==> src/rtl/vec_sub_pipe_hs.sv <==
// ---------------------------------------------------------------------------
// vec_sub_pipe_hs
//   Lane-wise signed vector arithmetic on two packed operand vectors, wrapped
//   in a two-stage elastic pipeline with valid/ready handshakes on both sides.
//   Stage 1 registers the operands and mode; stage 2 computes and registers
//   the result and the per-lane overflow flags. A sticky flag collects every
//   overflow that has been handed downstream.
//
//   Build option: define VSUB_SAT_EN to clamp overflowing lanes to MAX/MIN;
//   otherwise overflowing lanes wrap around (low W bits of the exact value).
//
// Parameters
//   W   bits per lane (two's complement, W >= 2)
//   WC  number of lanes
//
// Ports
//   clk_i         clock, rising edge
//   rst_ni        asynchronous active-low reset
//   in_valid_i    operands/mode valid
//   in_ready_o    block accepts operands this cycle
//   l_i, e_i      operand vectors, lane k = bits [W*k+W-1 : W*k]
//   mode_i        00 L-E, 01 L+E, 10 |L-E|, 11 E-L
//   out_valid_o   result valid
//   out_ready_i   downstream accepts result
//   res_o         result vector, same lane map as the operands
//   ovf_o         per-lane overflow for res_o
//   ovf_sticky_o  OR of all ovf bits transferred since last clear
//   clr_sticky_i  synchronous clear of ovf_sticky_o (a same-cycle set wins)
// ---------------------------------------------------------------------------
module vec_sub_pipe_hs #(
    parameter int W  = 6,
    parameter int WC = 32
) (
    input  logic            clk_i,
    input  logic            rst_ni,
    input  logic            in_valid_i,
    output logic            in_ready_o,
    input  logic [W*WC-1:0] l_i,
    input  logic [W*WC-1:0] e_i,
    input  logic [1:0]      mode_i,
    output logic            out_valid_o,
    input  logic            out_ready_i,
    output logic [W*WC-1:0] res_o,
    output logic [WC-1:0]   ovf_o,
    output logic            ovf_sticky_o,
    input  logic            clr_sticky_i
);

    localparam int VW = W * WC;

    // Representable lane range, expressed in the W+1 bit exact domain.
    localparam logic signed [W:0] T_MAX = {2'b00, {(W-1){1'b1}}};
    localparam logic signed [W:0] T_MIN = {2'b11, {(W-1){1'b0}}};

    // One lane: returns {overflow, W-bit result}.
    function automatic logic [W:0] lane_op(input logic [W-1:0] a,
                                           input logic [W-1:0] b,
                                           input logic [1:0]   m);
        logic signed [W:0] ax;
        logic signed [W:0] bx;
        logic signed [W:0] t;
        logic              of;
        logic [W-1:0]      r;
        ax = {a[W-1], a};
        bx = {b[W-1], b};
        case (m)
            2'b00:   t = ax - bx;
            2'b01:   t = ax + bx;
            2'b10:   t = (ax >= bx) ? (ax - bx) : (bx - ax);
            2'b11:   t = bx - ax;
            default: t = ax - bx;
        endcase
        of = (t > T_MAX) || (t < T_MIN);
`ifdef VSUB_SAT_EN
        if (t > T_MAX) begin
            r = T_MAX[W-1:0];
        end else if (t < T_MIN) begin
            r = T_MIN[W-1:0];
        end else begin
            r = t[W-1:0];
        end
`else
        r = t[W-1:0];
`endif
        return {of, r};
    endfunction

    logic            rdy_q;
    logic            s1_valid_q, s1_valid_d;
    logic [VW-1:0]   l_q, l_d;
    logic [VW-1:0]   e_q, e_d;
    logic [1:0]      mode_q, mode_d;
    logic            out_valid_q, out_valid_d;
    logic [VW-1:0]   res_q, res_d;
    logic [WC-1:0]   ovf_q, ovf_d;
    logic            sticky_q, sticky_d;

    logic            s2_adv_s;
    logic            accept_s;
    logic [VW-1:0]   res_calc_s;
    logic [WC-1:0]   ovf_calc_s;

    // Handshake: stage 1 advances exactly when stage 2 does; rdy_q keeps
    // in_ready low until the first edge after reset release.
    always_comb begin
        s2_adv_s   = !out_valid_q || out_ready_i;
        in_ready_o = rdy_q && (!s1_valid_q || s2_adv_s);
        accept_s   = in_valid_i && in_ready_o;
    end

    // Stage-2 datapath: independent lanes, no carry between them.
    always_comb begin
        logic [W:0] lane_v;
        res_calc_s = '0;
        ovf_calc_s = '0;
        lane_v     = '0;
        for (int k = 0; k < WC; k++) begin
            lane_v = lane_op(l_q[W*k +: W], e_q[W*k +: W], mode_q);
            res_calc_s[W*k +: W] = lane_v[W-1:0];
            ovf_calc_s[k]        = lane_v[W];
        end
    end

    // Next-state logic for both pipeline stages and the sticky flag.
    always_comb begin
        s1_valid_d  = s1_valid_q;
        l_d         = l_q;
        e_d         = e_q;
        mode_d      = mode_q;
        out_valid_d = out_valid_q;
        res_d       = res_q;
        ovf_d       = ovf_q;
        sticky_d    = sticky_q;

        if (accept_s) begin
            s1_valid_d = 1'b1;
            l_d        = l_i;
            e_d        = e_i;
            mode_d     = mode_i;
        end else if (s2_adv_s) begin
            s1_valid_d = 1'b0;
        end else begin
            s1_valid_d = s1_valid_q;
        end

        // Result registers only load real data; bubbles leave res/ovf as-is.
        if (s2_adv_s) begin
            out_valid_d = s1_valid_q;
            if (s1_valid_q) begin
                res_d = res_calc_s;
                ovf_d = ovf_calc_s;
            end else begin
                res_d = res_q;
                ovf_d = ovf_q;
            end
        end else begin
            out_valid_d = out_valid_q;
        end

        // A set in the same cycle as a clear takes priority.
        if (out_valid_q && out_ready_i && (|ovf_q)) begin
            sticky_d = 1'b1;
        end else if (clr_sticky_i) begin
            sticky_d = 1'b0;
        end else begin
            sticky_d = sticky_q;
        end
    end

    // State registers; reset drops everything in flight.
    always_ff @(posedge clk_i or negedge rst_ni) begin
        if (!rst_ni) begin
            rdy_q       <= 1'b0;
            s1_valid_q  <= 1'b0;
            l_q         <= '0;
            e_q         <= '0;
            mode_q      <= 2'b00;
            out_valid_q <= 1'b0;
            res_q       <= '0;
            ovf_q       <= '0;
            sticky_q    <= 1'b0;
        end else begin
            rdy_q       <= 1'b1;
            s1_valid_q  <= s1_valid_d;
            l_q         <= l_d;
            e_q         <= e_d;
            mode_q      <= mode_d;
            out_valid_q <= out_valid_d;
            res_q       <= res_d;
            ovf_q       <= ovf_d;
            sticky_q    <= sticky_d;
        end
    end

    assign out_valid_o  = out_valid_q;
    assign res_o        = res_q;
    assign ovf_o        = ovf_q;
    assign ovf_sticky_o = sticky_q;

endmodule

==> config.mk <==
export PLATFORM = sky130hd
export DESIGN_NAME = vec_sub_pipe_hs
export DESIGN_NICKNAME = d
export VERILOG_FILES = /design/src/rtl/vec_sub_pipe_hs.sv
export SDC_FILE = /design/constraint.sdc
export NUM_CORES = 2
export LEC_CHECK = 0
export CORE_MARGIN = 4
export CORE_UTILIZATION = 35
export CTS_BUF_LIST = sky130_fd_sc_hd__clkbuf_16
export CTS_CLUSTER_SIZE = 14
export DETAILED_ROUTE_END_ITERATION = 8
export DONT_BUFFER_PORTS = 1
export GPL_TIMING_DRIVEN = 0
export PLACE_DENSITY_LB_ADDON = 0.3
export SKIP_CTS_REPAIR_TIMING = 1
export SLEW_MARGIN = 20
export SYNTH_ARGS = -nofsm -noshare
export SYNTH_HDL_FRONTEND = slang
export SYNTH_SLANG_ARGS = --single-unit
==> constraint.sdc <==
create_clock -name clk_i -period 3.85 [get_ports clk_i]
set_input_delay 0.9625 -clock clk_i [delete_from_list [all_inputs] [get_ports clk_i]]
set_output_delay 0.9625 -clock clk_i [all_outputs]
set_load 0.01 [all_outputs]
==> reports/qor.csv <==
metric;value;unit
status;finished with violations;
violations;setup timing;
seq_power_share;31.2;%
cts_tree;built;
crit_type;reg2reg;
htreeDepth;3;
numPortBuffers;0;
row_count;137;
drtIter0Drc;4159;
clock_skew;0.0438;ns
synth_seq_cells;614;
wirelength;229000;microns
vias;43100;
startpoint_type;register;
cts.path.max_buffers;3;
crit_path_start;mode_q[0];
crit_path_max_fanout;10;
fp.dieH;383;microns
grt_overflow;0;
synth_cells;5397;
n_fill_cell;13900;
dr.pass1.iters;7;
grt_max_degree;615;
place_hpwl;176000;microns
synth_ff_type;dfrtp_1;
clockRootBuffer;clkbuf_16;
power.internal;19.7;mW
antenna_left;0;
max-vdd-ir-drop;0.381;mV
p_leak;25.7;nW
core_area;0.140;sq mm
period_share;102;%
io_pins;618;
grt_pass1_wl;315000;microns
die_area;0.147;sq mm
place.gp.congestion;0.948;
synth_edf_count;0;
postLayoutCoreUtil;39.9;%
crit_arrival;4.51;ns
hold_violations;0;
gr-usage-all-layers;30.2;%
rsz0062_at_grt;false;
drive_gt1_share;13.2;%
synthesis.area;0.0493;sq mm
clkSlewWorstSetupHoldPaths;0.06;ns
start_util;35.3;%
relSlewSlack;9.40;%
dp_slack;-1.33;ns
synth_fp_nets;6460;
combPwrFrac;47.8;%
worst_pin_slew;1.35;ns
synth.distinct_cells;90;
wl_per_cell;30.5;microns
nets;6588;
drt-vias-per-instance;5.74;
timing.fmax;255;MHz
p_clk_share;21.0;%
crit_required;4.44;ns
syn2layout_area_growth;13.1;%
switching_share;47.4;%
maxSlewViolCount;0;
worstSkewPairLatency;0.73;ns
setup_ws;-0.0639;ns
setup_viol;3;
crit_path_end_kind;register;
holdWs;0.323;ns
power_density;670;mW/mm^2
min_path_type;in2async;
avgSynthCellArea;9.13;sq um
reg2reg_slack;-0.06;ns
route.detailed.drc;0;
ys_warn_count;0;
r2r-start;mode_q[0];
period_needed;3.91;ns
cap_viol_max_count;0;
grt_pass1_vias;41000;
cts.sinks;614;
async_flop_share;100;%
cts_made_buffers;78;
die_w;383;microns
antenna_found_initial;89;
ys_seq_area_share;31.2;%
switching_power;17.7;mW
synthesized netlist by cell type, types with 82 or more instances:
master	n	area (sq um)
o21ai_0	371	1860
nor2_1	305	1140
nand2_1	398	1490
ha_1	576	7210
a21oi_1	365	1830
inv_1	606	2270
mux2_2	396	4460
dfrtp_1	614	15400
clkbuf_1	202	758
nor2b_1	82	513
xnor2_1	125	1090
a21o_1	91	683
fa_1	96	1920
logic make-up after synthesis:
family	after synthesis	synth area share (%)
buffers and inverters	883	6.85
XOR/XNOR	167	2.97
AO/OA/AOI/OAI	1488	19.9
multiplexers	444	10.0
adder cells (fa/ha/maj)	672	18.5
AND/OR/NAND/NOR	1128	10.6
other	1	0.00761
flip-flops	614	31.2
cell usage in the layout, fill, tap and decap left out, types with 49 or more instances in the layout:
| cell | Yosys | final |
|---|---|---|
| o21ai_0 | 371 | 371 |
| a21o_1 | 91 | 91 |
| a21oi_1 | 365 | 365 |
| dfrtp_1 | 614 | 614 |
| inv_1 | 606 | 615 |
| mux2_2 | 396 | 396 |
| nor2b_1 | 82 | 82 |
| fa_1 | 96 | 96 |
| diode_2 | 0 | 50 |
| clkbuf_1 | 202 | 139 |
| ha_1 | 576 | 576 |
| a221oi_1 | 63 | 63 |
| nand2_1 | 398 | 397 |
| nor2_1 | 305 | 303 |
| buf_2 | 43 | 49 |
| clkbuf_16 | 0 | 79 |
| clkbuf_2 | 0 | 58 |
| o21bai_1 | 58 | 58 |
| o21a_1 | 58 | 58 |
| nor3_1 | 79 | 79 |
| xnor2_1 | 125 | 125 |
| nand2b_1 | 68 | 68 |
power groups by stage:
| stage | clock network (mW) | registers (mW) | logic (mW) |
|---|---|---|---|
| floorplan | 0 | 10.1 | 11.9 |
| global placement | 0 | 11.7 | 16.8 |
| detailed placement | 0 | 11.7 | 17.3 |
| CTS | 7.98 | 11.6 | 17.4 |
| global route | 8.19 | 11.8 | 19.4 |
| finish | 7.83 | 11.7 | 17.9 |
final cells by class:
type / count / area, sq um / area share, %
plain buffers: 271 / 1230 / 2.21
well taps: 1876 / 2350 / 4.21
flip-flops and latches: 614 / 15400 / 27.5
inverters: 610 / 2290 / 4.11
clock buffers: 79 / 1980 / 3.54
repair buffers: 50 / 1210 / 2.17
multi-input cells: 3900 / 30600 / 54.8
diodes: 50 / 125 / 0.224
clock inverters: 61 / 651 / 1.17
stage by stage:
| stage | TNS, ns | instances | cell area, sq um | total power, mW |
|---|---|---|---|---|
| floorplan | 0 | 5397 | 49300 | 22.0 |
| global placement | -750.31 | 7273 | 51600 | 28.4 |
| detailed placement | -143.77 | 7315 | 52800 | 29.0 |
| CTS | -51.43 | 7455 | 55400 | 37.0 |
| global route | 0 | 7478 | 55700 | 39.5 |
| finish | -0.101 | 7511 | 55800 | 37.4 |
metal layers:
| metal | routed length, microns | vias to the layer above | GRT usage [%] | part of all wire [%] |
|---|---|---|---|---|
| met2 | 99700 | 2113 | 46.0 | 44 |
| met1 | 90800 | 21300 | 37.9 | 40 |
| met5 | 260 | - | 0 | 0.11 |
| met3 | 24600 | 474 | 9.97 | 11 |
| met4 | 13300 | 38 | 16.3 | 5.8 |
| li1 | - | 19100 | - | - |
worst paths after layout:
| kind | cells after the start | endpoint |
|---|---|---|
| max | 9 | res_o[43] |
| min | 1 | l_q[140] |
| max reg2reg | 9 | res_o[43] |
| min reg2reg | 1 | out_valid_o |
| max in group asynchronous | 3 | res_o[22] |
| min in group clk_i | 1 | ovf_sticky_o |
state kept, by name (all words and copies together) (netlist names):
name	count
ovf_o	32
res_o	192
l_q	192
mode_q	2
ovf_sticky_o	1
s1_valid_q	1
out_valid_o	1
e_q	192
rdy_q	1
critical path, cell delays in order (launching register included):
cell and delay (ns):
dfrtp_1 0.41, clkbuf_4 0.34, nand2_1 0.50, clkbuf_2 0.70
clkbuf_2 0.67, clkbuf_2 0.45, buf_16 0.20, o22ai_1 0.09
o21ai_0 0.24, nand2_1 0.08
Power figures use the tool's default switching activity.
